File: config.mk
export PLATFORM = sky130hd
export DESIGN_NAME = uart_flash_loader
export DESIGN_NICKNAME = d
export VERILOG_FILES = /design/src/rtl/uart_flash_loader_pkg.sv /design/src/rtl/uart_flash_loader.sv
export SDC_FILE = /design/constraint.sdc
export NUM_CORES = 1
export LEC_CHECK = 0
export CAP_MARGIN = 20
export CORE_MARGIN = 1.5
export CORE_UTILIZATION = 50
export CTS_CLUSTER_DIAMETER = 120
export CTS_CLUSTER_SIZE = 40
export DETAILED_ROUTE_END_ITERATION = 16
export HOLD_SLACK_MARGIN = 0.1
export PLACE_DENSITY_LB_ADDON = 0.05
export SETUP_SLACK_MARGIN = 0.5
export SYNTH_ARGS = -nofsm -noshare
export SYNTH_HDL_FRONTEND = slang
export SYNTH_SLANG_ARGS = --single-unit
File: constraint.sdc
create_clock -name clk -period 4.7 [get_ports clk]
set_input_delay 0.94 -clock clk [delete_from_list [all_inputs] [get_ports clk]]
set_output_delay 0.94 -clock clk [all_outputs]
set_load 0.05 [all_outputs]
File: src/rtl/uart_flash_loader_pkg.sv
// uart_flash_loader_pkg: loader state encoding and frame command bytes.
package uart_flash_loader_pkg;
  typedef enum logic [2:0] {IDLE, ADDR, DATA, CSUM, WRITE, RUN} state_t;
  localparam logic [7:0] CMD_WRITE = 8'hA5;
  localparam logic [7:0] CMD_BOOT  = 8'h5A;
endpackage

File: src/rtl/uart_flash_loader.sv
// uart_flash_loader: assembles checksummed UART write frames into flash word writes, then releases the core on boot.
module uart_flash_loader
  import uart_flash_loader_pkg::*;
#(
  parameter int WIDTH   = 32,
  parameter int TIMEOUT = 1024
) (
  input  logic             clk,
  input  logic             rst,
  input  logic [7:0]       rx_data,
  input  logic             rx_valid,
  output logic             rx_ready,
  output logic [WIDTH-1:0] flash_addr,
  output logic [WIDTH-1:0] flash_data,
  output logic             flash_en,
  output logic             cpu_hold,
  output logic             err,
  output logic [15:0]      word_count
);
  localparam int TW = $clog2(TIMEOUT + 1);
  state_t state_q, state_d;
  logic [1:0] cnt_q, cnt_d;
  logic [TW-1:0] to_q, to_d;
  logic [WIDTH-1:0] addr_q, addr_d, data_q, data_d;
  logic [WIDTH-1:0] flash_addr_q, flash_addr_d, flash_data_q, flash_data_d;
  logic [7:0] csum_q, csum_d;
  logic rx_ready_q, rx_ready_d, flash_en_q, flash_en_d, err_q, err_d;
  logic [15:0] word_count_q, word_count_d;
  logic acc, in_frame;
  always_comb begin
    state_d = state_q;
    cnt_d = cnt_q;
    addr_d = addr_q;
    data_d = data_q;
    csum_d = csum_q;
    flash_addr_d = flash_addr_q;
    flash_data_d = flash_data_q;
    word_count_d = word_count_q;
    flash_en_d = 1'b0;
    err_d = 1'b0;
    acc = rx_valid && rx_ready_q;
    in_frame = state_q == ADDR || state_q == DATA || state_q == CSUM;
    to_d = (in_frame && !acc) ? to_q + 1'b1 : '0;
    case (state_q)
      IDLE: if (acc) begin
        state_d = rx_data == CMD_WRITE ? ADDR : rx_data == CMD_BOOT ? RUN : IDLE;
        cnt_d = 2'd0;
        csum_d = 8'd0;
      end
      ADDR: if (acc) begin
        addr_d = {rx_data, addr_q[WIDTH-1:8]};
        csum_d = csum_q ^ rx_data;
        cnt_d = cnt_q + 2'd1;
        state_d = cnt_q == 2'd3 ? DATA : ADDR;
      end
      DATA: if (acc) begin
        data_d = {rx_data, data_q[WIDTH-1:8]};
        csum_d = csum_q ^ rx_data;
        cnt_d = cnt_q + 2'd1;
        state_d = cnt_q == 2'd3 ? CSUM : DATA;
      end
      CSUM: if (acc) begin
        if (rx_data == csum_q && addr_q[1:0] == 2'b00) begin
          state_d = WRITE;
          flash_en_d = 1'b1;
          flash_addr_d = addr_q;
          flash_data_d = data_q;
          word_count_d = word_count_q + 16'd1;
        end else begin
          state_d = IDLE;
          err_d = 1'b1;
        end
      end
      WRITE: state_d = IDLE;
      default: state_d = RUN;
    endcase
    // an idle gap of TIMEOUT cycles inside a frame abandons it
    if (in_frame && !acc && to_q == TW'(TIMEOUT - 1)) begin
      state_d = IDLE;
      err_d = 1'b1;
      to_d = '0;
    end
    rx_ready_d = state_d != WRITE && state_d != RUN;
  end
  always_ff @(posedge clk or negedge rst) begin
    if (!rst) begin
      state_q <= IDLE;
      cnt_q <= '0;
      to_q <= '0;
      addr_q <= '0;
      data_q <= '0;
      csum_q <= '0;
      flash_addr_q <= '0;
      flash_data_q <= '0;
      word_count_q <= '0;
      flash_en_q <= 1'b0;
      err_q <= 1'b0;
      rx_ready_q <= 1'b0;
    end else begin
      state_q <= state_d;
      cnt_q <= cnt_d;
      to_q <= to_d;
      addr_q <= addr_d;
      data_q <= data_d;
      csum_q <= csum_d;
      flash_addr_q <= flash_addr_d;
      flash_data_q <= flash_data_d;
      word_count_q <= word_count_d;
      flash_en_q <= flash_en_d;
      err_q <= err_d;
      rx_ready_q <= rx_ready_d;
    end
  end
  assign rx_ready = rx_ready_q;
  assign flash_addr = flash_addr_q;
  assign flash_data = flash_data_q;
  assign flash_en = flash_en_q;
  assign err = err_q;
  assign word_count = word_count_q;
  assign cpu_hold = state_q != RUN;
endmodule

Word-level counts from Yosys, hierarchy flattened. Cells that the tools add are included.

Flip-flop bits (word level): 171. Latch bits: 0. Bits in writable memories: 0. ROM bits: 0. Input port bits: 11. Output and inout bits: 84. Logic and storage cells: 72. Memories kept: 0.

Add/subtract/negate cells: 3. $mul: 0. Divide/modulo/power cells: 0. $lt $le $gt $ge: 0. Equal/unequal tests: 14. Shift-type cells: 0. Multiplexer cells: 26. Bitwise operators: 1. Reduce and logical (&&, ||, !) cells: 16.

Operator list (count): $mux W3 (8); $mux W11 (2); $add A16 B1 Y16 const B (1); $mux W8 (2); $pmux W8 S2 (1); $pmux W3 S5 (1); $add A11 B1 Y11 const B (1); $eq A11 B10 Y1 const B (1); $ne A3 B3 Y1 const B (3); $eq A8 B7 Y1 const B (1); $eq A8 B8 Y1 (1); $eq A8 B8 Y1 const B (1); $mux W1 (8); $xor A8 B8 Y8 (1); $eq A3 B2 Y1 const B (2); $mux W2 (3); $reduce_and A3 Y1 (2); $logic_and A1 B1 Y1 (5); $pmux W2 S2 (1); $reduce_and A2 Y1 (2); $eq A3 B1 Y1 const B (1); $eq A3 B3 Y1 const B (1); $logic_not A3 Y1 (1); $add A2 B1 Y2 const B (1); 8 further kinds (9).

Longest topological paths before layout. Gate-level depths: netlist (run 1).

Depth in word-level cells: 8. Depth in mapped cells: 8. Depth with buffers taken out: 6.

Least setup slack after synthesis (run 1). OpenSTA, ideal clock, no wires.

Path type: input to register. Start point: in rx_data[5]. End point: reg flash_addr_q[10], in the netlist flash_addr[10]. Library setup time: 0.119 ns. Arrival: 2.271 ns. Data required time: 4.581 ns. Path slack: 2.310 ns. Stages: 8. Path buffers: 3. Path through: xnor2_1 nand4_2 or4_1 buf_2 buf_6 buf_6 nand2_1 nand2_1.

Longest elaborated chain between the ends: 3.

RTL lines: start: declaration (RTL line uart_flash_loader.sv:10) `input logic [7:0] rx_data,`; $eq A8 B8 Y1 (RTL line uart_flash_loader.sv:63) `if (rx_data == csum_q && addr_q[1:0] == 2'b00) begin`; $logic_and A1 B1 Y1 (RTL line uart_flash_loader.sv:63); $reduce_and A3 Y1 (no line); end signal: assignment (RTL line uart_flash_loader.sv:106) `flash_addr_q <= flash_addr_d;`; end: declaration (RTL line uart_flash_loader.sv:25) `logic [WIDTH-1:0] flash_addr_q, flash_addr_d, flash_data_q, flash_data_d;`.

Every way passes these cells. A chain may end at the register's enable or synchronous reset.

Final worst setup path (run 1).
Start point: in rx_data[3]. End point: reg flash_data_q[17], in the netlist flash_data[17].

Longest elaborated chain between the ends: 3.

RTL lines: $eq A8 B8 Y1 (RTL line uart_flash_loader.sv:63); $logic_and A1 B1 Y1 (RTL line uart_flash_loader.sv:63); $reduce_and A3 Y1 (no line); end signal: assignment (RTL line uart_flash_loader.sv:107) `flash_data_q <= flash_data_d;`; end: declaration (RTL line uart_flash_loader.sv:25).

Every way passes these cells.

==> summary.txt, run 1 <==
CTS
  • Sink Count: 171
  • # H-tree levels: 4
  • CTS Buf Count: 17
  • Clk root buf: clkbuf_16
  • CTS tree: done
  • Cts hold-fix bufs: 0
  • Post-CTS Setup Inserts: 0
  • Max clock buf depth: 2
  • Clock-pin transition on the worst setup and hold timing paths: 0.06 ns
  • Post-CTS sizing: 0
  • Clk Latency, worst-skew pair: 0.42 ns

Detailed routing
  • Metal3 WL: 467 microns
  • Drt via density: 5.13
  • Iter 0 DRT Violations: 202
  • Top Layer Used: met4
  • First-pass DRT Iterations: 4
  • Routed via count: 4,626
  • DRT met1 WL: 6510 microns
  • Met2 wire len: 6310 microns
  • Per-cell routed wire length: 15.1 microns
  • Detailed Route WL: 13,600 microns
  • Final antenna-violating net count: 0
  • Drt drc: 0

Finish
  • Area Overhead vs Synth: 23.2%
  • Commonest non-fill, non-tap cells in the layout: 210 x nand2_1, 171 x dfrtp_1, 93 x clkdlybuf4s50_1, 62 x mux2_2, 18 x o21ai_0
  • Multi-input gate area: 2540 sq um
  • Finished Layout Cells: 902
  • Layout cell share with drive strength beyond 1: 0.154
  • Storage element area: 4280 sq um
  • FILL cells: 1,061
  • Most common cell after layout, fill and taps aside: nand2_1
  • Ant diodes: 0
  • Utilization after layout: 0.640
  • Nets@finish: 728

Worst hold path
  • Hold Path Sink: word_count[15]$_DFFE_PN0P_
  • Worst min-delay path category: reg -> reg
  • Hold path cells: 1
  • Hold wc startpoint: word_count[15]$_DFFE_PN0P_

Setup path
  • CP Max Fanout: 47
  • Worst reg-to-reg setup slack: 2.03 ns
  • CP peak stage delay: 1.18 ns
  • Worst setup EP type: register
  • Crit start category: input pin
  • Most used cell, CP: nand2_1
  • FF-to-FF path depth: 6
  • Critical path class: in -> reg
  • Reg2reg end: flash_data[17]$_DFFE_PN0P_
  • CP arrival: 3.66 ns
  • Slowest cell on the critical path: or4_2
  • R2r startpoint: state_q[2]$_DFF_PN0_
  • Critical path, cell by cell: clkdlybuf4s50_1, xnor2_2, nand4_2, or4_2, buf_4, nand2_1, nand2_1
  • CP Data Required Time: 5.01 ns

Synth
  • Top FF cell, synth: dfrtp_1
  • Syn nets: 635
  • Synth top area share: 0.615
  • Number of flops mapped to enable cells by yosys: 0
  • Synth area leaders: dfrtp_1 61%, nand2_1 11%, mux2_2 10%
  • Ys async rst share: 1.00
  • Yosys warns: 0
  • FF+latch count, synth: 171
  • Synth Cell Area: 6960 sq um
  • Area leader, netlist: dfrtp_1
  • Sequential share of the synthesized area: 0.615
  • Distinct cells, synth: 48
  • Syn avg cell area: 11.2 sq um
  • Gate Count Post-Synth: 621

Placement
  • Dpl ws: 0.856 ns
  • DPL Wire Length: 8880 microns
  • Gp weighted congestion: 0.857
  • Dpl cells: 871
  • Port-buffer cells: 94

Power
  • Combinational Power Share: 0.079
  • P_int: 0.00246 W
  • Worst-case vdd ir drop: 0.000265 V
  • Pwr Total: 0.00324 W
  • NetSw: 0.000772 W
  • Power share of the clock group: 0.391
  • Sequential power share: 0.529
  • Sw Share: 0.239
  • Pwr Density: 377 nW/um^2
  • Lkg Pwr: 4.16 nW

STA
  • Post-Route Setup TNS: 0 ns
  • Max Freq: 298 MHz
  • Setup slack after layout: 1.34 ns
  • Slew margin rel.: 0.342
  • Finish-stage setup viols: 0
  • Final Hold Viols: 0
  • Slew @ Worst Pin: 0.987 ns
  • Fin crit period: 3.36 ns
  • Fin crit share: 0.715
  • Max Slew Vio Count: 0
  • Clk_skew: 0.00874 ns
  • Unrepaired setup endpoints after global routing: no

Die
  • Core Area: 13,400 sq um
  • Initial Util: 0.520
  • IO Pins: 95
  • Chip height: 121 microns
  • Total die area: 14,600 sq um
  • Rows: 42
  • Die width: 121 microns

Global routing
  • Total GRT Usage: 0.204
  • Grt ovf: 0
  • Vias in the first global route: 4,654
  • First-pass GRT wire length: 23,300 microns
  • Initial antenna violation count: 0
  • Largest net degree at the start of global routing: 109

Outcome
  • Outcome: completed

Job
  • Max-cap viol count: 0
-- stage by stage --
| stage | hold slack [ns] | instance area, sq um |
|---|---|---|
| after detailed placement | 0.454 | 8040 |
| after CTS | 0.469 | 8580 |
| after floorplan | 0.442 | 6960 |
| after global placement | 0.452 | 8040 |
| after global routing | 0.489 | 8580 |
| final | 0.465 | 8580 |
-- worst max path at each step --
stage,slack [ns],end,cells past startpoint,start
after global routing,1.21,flash_data[24]$_DFFE_PN0P_,7,rx_data[3]
final,1.34,flash_data[17]$_DFFE_PN0P_,7,rx_data[3]
after CTS,1.31,flash_data[18]$_DFFE_PN0P_,7,rx_data[3]
after detailed placement,0.86,flash_data[18]$_DFFE_PN0P_,7,rx_data[3]
after floorplan,2.31,flash_addr[10]$_DFFE_PN0P_,8,rx_data[5]
after global placement,0.95,flash_data[3]$_DFFE_PN0P_,7,rx_data[3]
-- flip-flops by register name, indices dropped and copies added (netlist names) --
| register | flops |
|---|---|
| addr_q | 32 |
| cnt_q | 2 |
| csum_q | 8 |
| data_q | 32 |
| err | 1 |
| flash_addr | 32 |
| flash_data | 32 |
| flash_en | 1 |
| rx_ready | 1 |
| state_q | 3 |
| to_q | 11 |
| word_count | 16 |
-- power by group through the flow --
stage                     sequential, W  clock (W)  combinational, W
after floorplan                 0.00170          0          0.000192
after global placement          0.00173          0          0.000251
after detailed placement        0.00174          0          0.000261
after CTS                       0.00171    0.00130          0.000263
after global routing            0.00174    0.00136          0.000287
final                           0.00171    0.00127          0.000257
-- final cells by class --
cell class                 count  area share
sequential                   171       0.499
inverter                       4     0.00175
clock inverter                 9     0.00773
clock buffer                  22      0.0553
timing repair buffer         100       0.115
multi-input combinational    420       0.296
tap                          176      0.0257
-- layer usage --
layer  vias up  track usage
li1       2233            -
met1      2285        0.281
met5         -            0
met3        22       0.0531
met2        86        0.309
met4         0       0.0853
-- critical path: cells and delay by family --
kind                   cells  cell delay, ns
XOR/XNOR                   1            0.15
buffers and inverters      2            1.05
AND/OR/NAND/NOR            4            1.51
-- Yosys cell counts, types with 2 or more instances --
library cell	count
or2_2	2
ha_1	3
dfrtp_1	171
nand3_1	10
nor4_1	3
xnor2_1	17
mux2_1	2
nor3_1	6
a21oi_1	2
nor2_1	16
mux2i_1	2
or3_1	2
mux2_2	62
nand2_1	210
nand4_2	2
clkbuf_1	11
inv_1	4
o21ai_0	18
xor2_1	9
nand4_1	6
buf_6	4
and3_1	5
buf_2	10
nand2b_1	12
nor2b_1	3
and2_1	7
-- cell families (layout without fill, tap and decap cells) --
logic type      count (synthesis)  in the layout  synth area share
mux                            66             66             0.106
buf+inv                        30            135            0.0225
xor+xnor                       28             28            0.0374
simple gates                  295            295             0.190
fa+ha+maj                       3              3           0.00539
compound gates                 28             28            0.0235
flops                         171            171             0.615
No activity file was read; power rests on OpenSTA's default activity.
==> run 2, diff against run 1 <==
==> constraint.sdc (replaced) <==
create_clock -name clk -period 3.3 [get_ports clk]
set_input_delay 0.66 -clock clk [delete_from_list [all_inputs] [get_ports clk]]
set_output_delay 0.66 -clock clk [all_outputs]
set_load 0.05 [all_outputs]
==> run 2 against run 1 <==
Effect of this change:
- flip-flop and latch count is the same
- final area grew 2.5%
- core utilization is 1.6 points higher
- die area unchanged
- critical path type is now reg -> out
==> summary.txt, run 2 (synthesis results as in run 1) <==
Finish
  • FILL cells: 1,067 (+0.57%)
  • Commonest non-fill, non-tap cells in the layout: 210 x nand2_1, 170 x dfrtp_1, 93 x clkdlybuf4s50_1, 62 x mux2_2, 18 x o21ai_0
  • Most common cell after layout, fill and taps aside: nand2_1
  • Nets@finish: 739 (+1.5%)
  • Layout cell share with drive strength beyond 1: 0.170 (+0.0153)
  • Multi-input gate area: 2540 sq um (unchanged)
  • Area Overhead vs Synth: 26.3%
  • Ant diodes: 0 (unchanged)
  • Storage element area: 4280 sq um (about the same)
  • Finished Layout Cells: 913 (+1.2%)

CTS
  • # H-tree levels: 4 (unchanged)
  • Post-CTS Setup Inserts: 0 (unchanged)
  • Sink Count: 171 (unchanged)
  • Clk Latency, worst-skew pair: 0.42 ns (about the same)
  • Clk root buf: clkbuf_16
  • Post-CTS sizing: 0 (unchanged)
  • Clock-pin transition on the worst setup and hold timing paths: 0.06 ns (about the same)
  • CTS Buf Count: 17 (unchanged)
  • Max clock buf depth: 2 (unchanged)
  • CTS tree: done
  • Cts hold-fix bufs: 0 (unchanged)

Global routing
  • Total GRT Usage: 0.207 (+0.00233)
  • Grt ovf: 0 (unchanged)
  • Vias in the first global route: 4,765 (+2.4%)
  • Largest net degree at the start of global routing: 90 (-17%)
  • First-pass GRT wire length: 23,600 microns (+1.2%)
  • Initial antenna violation count: 0 (unchanged)

Setup path
  • CP Data Required Time: 2.64 ns (-2.37 ns)
  • FF-to-FF path depth: 5 (-1)
  • CP Launch Point: state_q[1]$_DFF_PN0_
  • Critical path class: reg -> out
  • Reg2reg end: flash_addr[1]$_DFFE_PN0P_
  • CP Max Fanout: 13 (-72%)
  • Critical Path Sink: cpu_hold
  • CP arrival: 2.03 ns (-1.63 ns)
  • Worst setup EP type: primary output
  • Worst reg-to-reg setup slack: 1.12 ns (-0.91 ns)
  • Crit start category: register
  • R2r startpoint: csum_q[5]$_DFFE_PN0P_

Detailed routing
  • Drt via density: 5.17 (+0.72%)
  • Per-cell routed wire length: 15.0 microns (-0.51%)
  • Routed via count: 4,716 (+1.9%)
  • Iter 0 DRT Violations: 308 (+52%)
  • First-pass DRT Iterations: 4 (unchanged)
  • Drt drc: 0 (unchanged)
  • Detailed Route WL: 13,700 microns (+0.70%)
  • Final antenna-violating net count: 0 (unchanged)

STA
  • Unrepaired setup endpoints after global routing: no
  • Max Slew Vio Count: 0 (unchanged)
  • Fin crit share: 0.815
  • Fin crit period: 2.69 ns
  • Finish-stage setup viols: 0 (unchanged)
  • Slew @ Worst Pin: 0.793 ns (-0.194 ns)
  • Clk_skew: 0.00753 ns (-0.00121 ns)
  • Setup slack after layout: 0.610 ns (-0.731 ns)
  • Post-Route Setup TNS: 0 ns (unchanged)
  • Slew margin rel.: 0.471 (+0.129)
  • Final Hold Viols: 0 (unchanged)
  • Max Freq: 372 MHz

Worst hold path
  • Worst min-delay path category: in -> async

Power
  • Worst-case vdd ir drop: 0.000339 V (+28%)
  • Pwr Density: 560 nW/um^2 (+49%)
  • Lkg Pwr: 4.27 nW (+2.7%)

Die
  • Die width: 121 microns (unchanged)
  • Chip height: 121 microns (unchanged)
  • Core Area: 13,400 sq um (unchanged)
  • Initial Util: 0.520 (unchanged)
  • Total die area: 14,600 sq um (unchanged)
  • Rows: 42 (unchanged)
  • IO Pins: 95 (unchanged)

Placement
  • Dpl ws: 0.355 ns (-0.501 ns)
  • Gp weighted congestion: 0.833 (-2.7%)
  • DPL Wire Length: 9190 microns (+3.6%)
  • Port-buffer cells: 94 (unchanged)
  • Dpl cells: 882 (+1.3%)

Outcome
  • Outcome: completed

Job
  • Max-cap viol count: 0 (unchanged)
run 2: final cells by class:
type,instances,share of cell area
repair buffers,111,0.126
inverters,4,0.00171
well taps,176,0.0250
clock inverters,10,0.0188
multi-input cells,420,0.288
flip-flops and latches,171,0.487
clock buffers,21,0.0535
run 2: power by group:
group / total (W) / internal (W) / switching (W) / leakage (nW)
Clock: 0.00211 / 0.00132 / 0.000785 / 0.301
Combinational: 0.000380 / 0.000208 / 0.000171 / 1.63
Sequential: 0.00244 / 0.00229 / 0.000148 / 2.34
Total: 0.00493 / 0.00382 / 0.00110 / 4.27
run 2: worst min-delay path by stage:
stage | from | to | slack, ns | cells past startpoint
floorplan | rst | addr_q[0]$_DFFE_PN0P_ | 0.36 | 0
finish | rst | word_count[6]$_DFFE_PN0P_ | 0.31 | 1
CTS | rst | word_count[6]$_DFFE_PN0P_ | 0.34 | 1
global route | rst | word_count[15]$_DFFE_PN0P_ | 0.37 | 1
detailed placement | flash_addr[29]$_DFFE_PN0P_ | flash_addr[29]$_DFFE_PN0P_ | 0.46 | 2
global placement | flash_addr[9]$_DFFE_PN0P_ | flash_addr[9]$_DFFE_PN0P_ | 0.45 | 2
run 2: layer usage:
metal  part of all wire  GRT usage  up-vias
met3              0.033     0.0428       26
met4              0.025     0.0897        0
met1               0.46      0.279     2339
met5                  0          0        -
li1                   -          -     2253
met2               0.48      0.325       98
run 2: critical path, stage by stage, from the launching register on:
cell and delay (ns):
dfrtp_1 0.59, nor2b_1 0.14, nand2_1 0.09, clkdlybuf4s50_1 0.79
run 2: per-stage QoR:
| stage | util | total power [W] | hold slack, ns | area, sq um |
|---|---|---|---|---|
| 2_1_floorplan | - | 0.00269 | 0.364 | 6960 |
| 3_3_place_gp | 0.609 | 0.00284 | 0.452 | 8160 |
| 3_5_place_dp | 0.609 | 0.00286 | 0.455 | 8160 |
| 4_1_cts | 0.656 | 0.00497 | 0.342 | 8790 |
| 5_1_grt | 0.656 | 0.00514 | 0.373 | 8790 |
| 6_report | 0.656 | 0.00493 | 0.312 | 8790 |
==> run 3, diff against run 2 <==
--- a/config.mk
+++ b/config.mk
@@ -7,7 +7,7 @@
 export LEC_CHECK = 0
 export CAP_MARGIN = 20
 export CORE_MARGIN = 1.5
-export CORE_UTILIZATION = 50
+export CORE_UTILIZATION = 49
 export CTS_CLUSTER_DIAMETER = 120
 export CTS_CLUSTER_SIZE = 40
 export DETAILED_ROUTE_END_ITERATION = 16
==> constraint.sdc (replaced) <==
create_clock -name clk -period 2.4 [get_ports clk]
set_input_delay 0.48 -clock clk [delete_from_list [all_inputs] [get_ports clk]]
set_output_delay 0.48 -clock clk [all_outputs]
set_load 0.05 [all_outputs]
==> run 3 against run 2 <==
Effect of this change:
- die area up 2.0%
- core utilization up 1.0 points
- global-route usage up 1.3 points
- clock skew down 0.00091 ns
- sequential share of layout area down 2.4 points
- via count up 4.7%
- flip-flop and latch count unchanged
==> summary.txt, run 3 (synthesis results as in run 1) <==
Global routing
  • First-pass GRT wire length: 25,000 microns (+6.2%)
  • Total GRT Usage: 0.219 (+0.0126)
  • Vias in the first global route: 4,937 (+3.6%)
  • Grt ovf: 0 (unchanged)
  • Initial antenna violation count: 0 (unchanged)
  • Largest net degree at the start of global routing: 57 (-37%)

Finish
  • Finished Cell Area: 9250 sq um (+5.2%)
  • Most common cell after layout, fill and taps aside: nand2_1
  • Layout cell share with drive strength beyond 1: 0.251 (+0.0810)
  • Nets@finish: 775 (+4.9%)
  • Commonest non-fill, non-tap cells in the layout: 197 x nand2_1, 167 x dfrtp_1, 83 x dlygate4sd2_1, 62 x mux2_2, 33 x buf_4
  • FILL cells: 1,118 (+4.8%)
  • Area Overhead vs Synth: 32.9%
  • Finished Layout Cells: 954 (+4.5%)
  • Ant diodes: 0 (unchanged)

Placement
  • Gp weighted congestion: 0.866 (+3.9%)
  • DPL Wire Length: 9990 microns (+8.7%)
  • Port-buffer cells: 94 (unchanged)
  • Dpl cells: 900 (+2.0%)
  • Post-DP Area: 8330 sq um (+2.1%)

Setup path
  • Slowest cell on the critical path: or4_4
  • Reg2reg end: flash_addr[1]$_DFFE_PN0P_
  • CP peak stage delay: 0.55 ns (-0.24 ns)
  • CP bufs+invs: 2 (+1)
  • CP arrival: 2.27 ns (+0.24 ns)
  • Critical path, cell by cell: xnor2_2, nand4_4, buf_4, or4_4, buf_12, and2_1
  • Worst reg-to-reg setup slack: 0.44 ns (-0.68 ns)
  • Critical path class: reg -> reg
  • CP Data Required Time: 2.72 ns (+0.08 ns)
  • Worst setup EP type: register
  • CP Max Fanout: 44 (+31)
  • Crit. path cell count: 6 (+3)
  • CP top delay family: simple AND/OR/NAND/NOR gates
  • FF-to-FF path depth: 6 (+1)
  • Crit start category: register
  • R2r startpoint: csum_q[3]$_DFFE_PN0P_

STA
  • Clk_skew: 0.00662 ns (-0.000907 ns)
  • Slew @ Worst Pin: 0.613 ns (-0.180 ns)
  • Fin crit period: 1.96 ns
  • Final Hold Viols: 0 (unchanged)
  • Max Slew Vio Count: 0 (unchanged)
  • Max Freq: 511 MHz
  • Slew margin rel.: 0.590 (+0.119)
  • Unrepaired setup endpoints after global routing: yes
  • Fin crit share: 0.815
  • Finish-stage setup viols: 0 (unchanged)

Die
  • Rows: 43 (+2.4%)
  • Total die area: 14,900 sq um (+2.0%)
  • Die width: 122 microns (+0.99%)
  • Chip height: 122 microns (+0.99%)
  • Initial Util: 0.502 (-0.0180)
  • Core Area: 13,900 sq um (+3.6%)
  • IO Pins: 95 (unchanged)

CTS
  • Sink Count: 171 (unchanged)
  • CTS tree: done
  • Clk root buf: clkbuf_16
  • Max clock buf depth: 2 (unchanged)
  • # H-tree levels: 4 (unchanged)
  • Clock-pin transition on the worst setup and hold timing paths: 0.06 ns (about the same)
  • CTS Buf Count: 17 (unchanged)
  • Clk Latency, worst-skew pair: 0.42 ns (about the same)

Outcome
  • Outcome: completed

Worst hold path
  • Worst min-delay path category: reg -> reg
  • Hold path cells: 2
  • Hold wc startpoint: flash_data[29]$_DFFE_PN0P_
  • Hold Path Sink: flash_data[29]$_DFFE_PN0P_

Detailed routing
  • Final antenna-violating net count: 0 (unchanged)
  • Routed via count: 4,937 (+4.7%)
  • First-pass DRT Iterations: 4 (unchanged)
  • Drt via density: 5.18 (+0.19%)
  • Drt drc: 0 (unchanged)
  • Detailed Route WL: 15,500 microns (+13%)
  • Per-cell routed wire length: 16.2 microns (+8.0%)
  • Iter 0 DRT Violations: 231 (-25%)

Power
  • Lkg Pwr: 5.00 nW (+17%)
  • Pwr Density: 711 nW/um^2 (+27%)
  • Worst-case vdd ir drop: 0.000601 V (+77%)

Job
  • Max-cap viol count: 0 (unchanged)
-- run 3: changes by cell type in the layout (fill, tap and decap cells not counted), sizes merged --
cell           change
clkdlybuf4s50     -93
dlygate4sd2       +83
buf               +34
clkinv             +5
bufinv             -3
clkbuf             +3
clkdlybuf4s15      +3
dlymetal6s2s       +3
inv                +2
clkinvlp           -1
dlygate4sd3        +1
-- run 3: tightest hold or removal path: stages (launching register included) --
cell and delay (ns):
dfrtp_1 0.34, nand2_1 0.05, nand2_1 0.04
-- run 3: worst max-delay path by stage --
stage                         startpoint                    endpoint  slack [ns]
2_1_floorplan         rx_ready$_DFF_PN0_  flash_addr[10]$_DFFE_PN0P_        0.42
3_3_place_gp                  rx_data[3]   word_count[9]$_DFFE_PN0P_        0.02
3_5_place_dp                  rx_data[3]   word_count[8]$_DFFE_PN0P_       -0.02
4_1_cts        word_count[7]$_DFFE_PN0P_               word_count[7]        0.44
5_1_grt            csum_q[3]$_DFFE_PN0P_   word_count[5]$_DFFE_PN0P_        0.36
6_report           csum_q[3]$_DFFE_PN0P_   flash_addr[1]$_DFFE_PN0P_        0.44
-- run 3: cell type report --
cell class	instances	area, sq um	share of cell area
inverters	4	15.0	0.00162
well taps	180	225	0.0243
clock buffers	19	443	0.0479
flip-flops and latches	171	4280	0.463
multi-input cells	420	2690	0.291
clock inverters	13	119	0.0128
repair buffers	147	1480	0.159
-- run 3: repair_timing --
action,in CTS,in global routing
setup endpoints to repair,168,85
gates resized for setup,109,41
setup buffers,10,6
gates cloned,3,2
hold endpoints to repair,49,0
hold buffers,1,0
pin swaps,7,16
-- run 3: power breakdown --
part           internal [W]  switching, W
clock               0.00146       0.00114
combinational      0.000349      0.000280
sequential          0.00315      0.000201
total               0.00496       0.00162
-- run 3: metal layers --
layer / vias to the layer above / GRT usage / routed length [microns]
li1: 2335 / - / -
met1: 2466 / 0.296 / 6760
met2: 115 / 0.343 / 7700
met3: 21 / 0.0571 / 721
met4: 0 / 0.0792 / 269
met5: - / 0 / 0
-- run 3: metrics by stage --
stage | TNS, ns | setup WS, ns | util | hold slack (ns) | total power [W]
final | 0 | 0.444 | 0.667 | 0.461 | 0.00658
after global routing | 0 | 0.360 | 0.667 | 0.487 | 0.00688
after CTS | 0 | 0.443 | 0.651 | 0.466 | 0.00662
after detailed placement | -0.217 | -0.0215 | 0.600 | 0.456 | 0.00398
after global placement | 0 | 0.0185 | 0.600 | 0.450 | 0.00394
after floorplan | 0 | 0.421 | - | 0.184 | 0.00371
